## config.mk

```make
export PLATFORM = sky130hd
export DESIGN_NAME = sprite_address_gen
export DESIGN_NICKNAME = d
export VERILOG_FILES = /design/src/rtl/sprite_address_gen.sv
export SDC_FILE = /design/constraint.sdc
export NUM_CORES = 1
export LEC_CHECK = 0
export ABC_AREA = 1
export CAP_MARGIN = 30
export CORE_ASPECT_RATIO = 0.8
export CORE_MARGIN = 1.5
export CORE_UTILIZATION = 60
export DETAILED_ROUTE_END_ITERATION = 6
export PLACE_DENSITY_LB_ADDON = 0.05
export SYNTH_ARGS = -nofsm -noshare
export SYNTH_HDL_FRONTEND = slang
export SYNTH_SLANG_ARGS = --single-unit
```

## constraint.sdc

```tcl
create_clock -name clk_pixel -period 5.51 [get_ports clk_pixel]
set_input_delay 0.8265 -clock clk_pixel [delete_from_list [all_inputs] [get_ports clk_pixel]]
set_output_delay 0.8265 -clock clk_pixel [all_outputs]
set_load 0.005 [all_outputs]
```

## src/rtl/sprite_address_gen.sv

```systemverilog
// Sprite-memory address generator: runs one sprite line of SPRITE_W pixels, doing a
// rectangle hit test with optional flips, and delivers addresses through a 2-stage pipeline.
module sprite_address_gen #(
  parameter int SIZE_X       = 10,
  parameter int SIZE_Y       = 10,
  parameter int SIZE_ADDRESS = 14,
  parameter int SPRITE_W     = 20,
  parameter int SPRITE_H     = 20,
  parameter int BG_ADDRESS   = 16383
) (
  input  logic                    clk_pixel,
  input  logic                    reset_n,
  input  logic [SIZE_X-1:0]       pixel_x,
  input  logic [SIZE_Y-1:0]       pixel_y,
  input  logic [31:0]             sprite_datas,
  input  logic                    sprite_on,
  output logic [SIZE_ADDRESS-1:0] memory_address,
  output logic                    address_valid,
  output logic                    counter_finished,
  output logic [1:0]              state_dbg
);

  // Handshake: sprite_on acts as a level request; it must stay high for the whole run,
  // and dropping it at any RUN edge abandons the line without a finish pulse.

  localparam int CW = $clog2(SPRITE_W);
  localparam logic [CW-1:0] LAST = CW'(SPRITE_W - 1);
  localparam logic [31:0] W32  = 32'(SPRITE_W);
  localparam logic [31:0] H32  = 32'(SPRITE_H);
  localparam logic [31:0] AREA = 32'(SPRITE_W * SPRITE_H);
  localparam logic [SIZE_ADDRESS-1:0] BG = SIZE_ADDRESS'(BG_ADDRESS);

  typedef enum logic [1:0] {IDLE = 2'd0, RUN = 2'd1, DRAIN = 2'd2, DONE = 2'd3} state_t;

  state_t        state;
  logic [CW-1:0] counter;
  logic [30:0]   desc;
  logic          unused_desc_msb;

  logic        s1_valid;
  logic        s1_hit;
  logic [31:0] s1_col;
  logic [31:0] s1_row;
  logic [8:0]  s1_offset;

  logic [31:0] px, py, ox, oy, col_c, row_c, addr_c;
  logic        hit_c;

  assign unused_desc_msb = sprite_datas[31];
  assign state_dbg       = state;

  // 32-bit arithmetic keeps origin + size from wrapping for any realistic field width.
  always_comb begin
    px     = 32'(pixel_x);
    py     = 32'(pixel_y);
    ox     = 32'(desc[28:19]);
    oy     = 32'(desc[18:9]);
    hit_c  = (px >= ox) && (px < ox + W32) && (py >= oy) && (py < oy + H32);
    col_c  = px - ox;
    row_c  = py - oy;
    if (desc[29]) col_c = W32 - 32'd1 - col_c;
    if (desc[30]) row_c = H32 - 32'd1 - row_c;
    addr_c = 32'(s1_offset) * AREA + s1_row * W32 + s1_col;
  end

  always_ff @(posedge clk_pixel) begin
    if (!reset_n) begin
      state            <= IDLE;
      counter          <= '0;
      desc             <= '0;
      s1_valid         <= 1'b0;
      s1_hit           <= 1'b0;
      s1_col           <= '0;
      s1_row           <= '0;
      s1_offset        <= '0;
      memory_address   <= BG;
      address_valid    <= 1'b0;
      counter_finished <= 1'b0;
    end else begin
      s1_valid         <= 1'b0;
      counter_finished <= 1'b0;

      if (s1_valid && s1_hit) begin
        memory_address <= addr_c[SIZE_ADDRESS-1:0];
        address_valid  <= 1'b1;
      end else begin
        memory_address <= BG;
        address_valid  <= 1'b0;
      end

      case (state)
        IDLE: begin
          if (sprite_on) begin
            desc    <= sprite_datas[30:0];
            counter <= '0;
            state   <= RUN;
          end
        end
        RUN: begin
          if (!sprite_on) begin
            state <= IDLE;
          end else begin
            s1_valid  <= 1'b1;
            s1_hit    <= hit_c;
            s1_col    <= col_c;
            s1_row    <= row_c;
            s1_offset <= desc[8:0];
            counter   <= counter + 1'b1;
            if (counter == LAST) state <= DRAIN;
          end
        end
        DRAIN: begin
          counter_finished <= 1'b1;
          state            <= DONE;
        end
        DONE: begin
          if (sprite_on) begin
            desc    <= sprite_datas[30:0];
            counter <= '0;
            state   <= RUN;
          end else begin
            state <= IDLE;
          end
        end
        default: state <= IDLE;
      endcase
    end
  end

endmodule

```

==> summary.md <==
| Metric | Value |
|---|---|
| Worst Tran Pin Value | 0.814 ns |
| Initial Utilization | 61.2% |
| Post-layout instance area | 8170 um2 |
| Pwr Density | 291 nW/um2 |
| Chip Height | 99.7 um |
| CORE AREA | approximately 11000 um2 |
| Worst-Skew Late Latency | 0.35 ns |
| Cell area after placement | 7830 um2 |
| Pint | 1.48 mW |
| Setup slack, reg-to-reg | 1.46 ns |
| Root Buffer | clkbuf_16 |
| Final Cycle Share | 73.6% |
| Largest net degree at the start of global routing | 63 |
| Vias per cell | 5.18 |
| Comb pwr share | just under 40% |
| CTS Buffer Depth | 2 |
| CTS H-tree lvls | 3 |
| Final Hold Fails | 0 |
| R2R depth | 17 |
| Total power | 2.37 mW |
| Synth-to-Final Area Change | 16.4% |
| Worst path required time | 5.75 ns |
| CTS tree | built |
| Via Count | 6249 |
| Distinct cells, synth | 43 |
| TNS Setup | 0 ns |
| Top Ports | between 70 and 80 |
| Die X | 124 um |
| Worst min-delay path class | flip-flop to flip-flop |
| Placed cells | 1191 |
| CP startpoint kind | flip-flop |
| Synth Net Count | 1157 |
| Setup Viol. Count Final | 0 |
| First-pass GRT wire length | 25.2 mm |
| Drt total wl | roughly 15 mm |
| Status | complete, no violations |
| Net Switching | 0.896 mW |
| DRT Pass-1 Iters | 6 |
| Unrepaired setup endpoints after global routing | false |
| Total clock sinks | 89 |
| ANT cells | 0 |
| Prevailing post-synth register cell | dfxtp_1 |
| Vias in the first global route | 5600 |
| Crit. End Element | flip-flop |
| Pins Over Slew Limit | 0 |
| Flop pwr share | 31.3% |
| Number of max-cap violations | 0 |
| Die area | 12400 um2 |
| Routed len/inst | 12.2 um |
| Gr usage total | 25.4% |
| Initial drt markers | approximately 420 |
| # Post-CTS Setup Buffers | 0 |
| Critical path type | flip-flop to flip-flop |
| Cells after synthesis | 993 |
| Synth warn | 0 |
| Finished Core Util | approximately 71% |
| Post-CTS sizing | 0 |
| Ys async rst share | 0% |
| Peak VDD IR | 0.000189 V |
| Switching share of power | between 30% and 40% |
| Worst R2R End | memory_address[13] |
| Post-CTS Hold Buffers | 0 |
| Endpoint, Worst Hold | memory_address[0] |
| Worst-path clk slew | approximately 0.07 ns |
| Fmax | 247 MHz |
| DRC errors left | 0 |
| Mapped cell area | 7020 um2 |
| Syn Area/Cell | ~7 um2 |
| Seq/Total Area, Yosys | approximately a quarter |
| Initial antenna violation count | 0 |
| FF+latch count, synth | 89 |
| Final net count | 1218 |
| Hold depth | 2 |
| IO buf count | 71 |
| Worst hold path startpoint | s1_col[0] |
| Reg-to-Reg Start | s1_offset[3] |
| GPL Wtd Cong | 0.911 |
| Fin cells | 1207 |
| Critical Path AT | 4.29 ns |
| Crit path max fanout | 5 |
| Clock power frac | 29.3% |
| FP Rows | 35 |
| CTS Buf Count | 9 |
| Max Clock Skew | 0.00651 ns |
| EDFF count, synth | 0 |
| Fraction of layout cells with a size suffix above 1 | 5.19% |
| Slew Limit Headroom | 45.7% |
| Post-DP HPWL | around 12 mm |
| Antenna-violating nets left | 0 |
| Static leakage | 4.09 nW |
| GR Overflow Total | 0 |
| Fin crit period | ~4.1 ns |
-- Yosys cell counts (2+ instances only) --
cell        n  area [um2]
xor2_1     38         333
buf_2       2        10.0
nand2_1   184         691
clkbuf_1   18        67.6
a31oi_1     4        25.0
xnor2_1    10        87.6
nand4_1    15        93.8
buf_1       2        7.51
o21ai_0    75         375
or2_2       3        18.8
nand3b_1    3        22.5
nor3_1      4        20.0
a21oi_1    83         415
dfxtp_1    89        1780
nor4_1      3        18.8
nand3_2     3        30.0
o21ai_1     3        15.0
o211ai_1    4        30.0
inv_2       6        22.5
nand2_2    17         106
fa_1       17         340
ha_1       92        1150
inv_1     161         604
nor2_1     83         312
nand3_1    56         280
-- cell usage in the layout (no fill, tap or decap), drive strengths merged, types with 38 or more instances in the layout --
cell type and n:
nand3 59, ha 92, o21ai 79, a21oi 85, nor2 84, dfxtp 89, clkdlybuf4s50 71, xor2 38
inv 169, nand2 202
-- sequential cells by signal, indices dropped and copies added, names as in the netlist, named ones only --
register,flops
s1_valid,1
memory_address,14
s1_col,12
state_dbg,1
s1_row,12
counter,5
s1_hit,1
desc,31
address_valid,1
counter_finished,1
s1_offset,9
-- kinds of logic (layout without fill, tap and decap cells) --
family,count (synthesis),after routing,share of synthesized area [%]
AND/OR/NAND/NOR,377,377,23.4
adder cells (fa/ha/maj),109,109,21.2
XOR/XNOR,48,48,5.99
flip-flops,89,89,25.4
AO/OA/AOI/OAI,179,179,13.6
buffers and inverters,191,257,10.4
-- power by group through the flow --
stage	Clock [mW]	Sequential (mW)	Combinational [mW]
2_1_floorplan	0	0.740	0.726
3_3_place_gp	0	0.756	0.908
3_5_place_dp	0	0.757	0.921
4_1_cts	0.707	0.742	0.932
5_1_grt	0.734	0.750	1.08
6_report	0.696	0.742	0.935
-- worst max-delay path: stages (launching register included) --
cell and delay, ns:
dfxtp_1 0.40, ha_1 0.26, ha_1 0.32, fa_1 0.46, ha_1 0.37, nand2_1 0.08, nand2_1 0.06, a31oi_1 0.19
xor2_1 0.16, inv_1 0.07, fa_1 0.46, ha_1 0.35, inv_1 0.09, nor4_1 0.25, nand3_1 0.12, nand4_1 0.12
nand3b_1 0.12, nand3_1 0.07
-- metal layers --
layer / track usage [%] / part of all wire (%) / vias to the layer above
li1: - / - / 3330
met1: 36.6 / 52 / 2776
met3: 3.50 / 4.8 / 10
met5: 0 / 0 / -
met2: 40.0 / 42 / 133
met4: 6.12 / 0.96 / 0
-- metrics by stage --
stage	setup slack, ns	hold slack, ns
global route	1.03	0.463
detailed placement	1.45	0.420
global placement	1.52	0.418
finish	1.46	0.433
CTS	1.43	0.436
floorplan	1.76	0.406
-- worst max-delay path by stage --
| stage | start | slack [ns] | to | depth (start not counted) |
|---|---|---|---|---|
| final | s1_offset[3] | 1.46 | memory_address[13] | 17 |
| after global routing | s1_offset[3] | 1.03 | memory_address[13] | 17 |
| after CTS | s1_offset[3] | 1.43 | memory_address[13] | 17 |
| after detailed placement | s1_offset[3] | 1.45 | memory_address[13] | 17 |
| after global placement | s1_offset[3] | 1.52 | memory_address[13] | 17 |
| after floorplan | s1_offset[2] | 1.76 | memory_address[13] | 16 |
-- area by class of cell --
type	count	area, um2
Clock buffer	10	239
Tap cell	148	185
Multi-Input combinational cell	713	4510
Inverter	167	627
Sequential cell	89	1780
Fill cell	1022	3300
Timing Repair Buffer	74	733
Clock inverter	6	97.6
No activity file was read; power rests on OpenSTA's default activity.
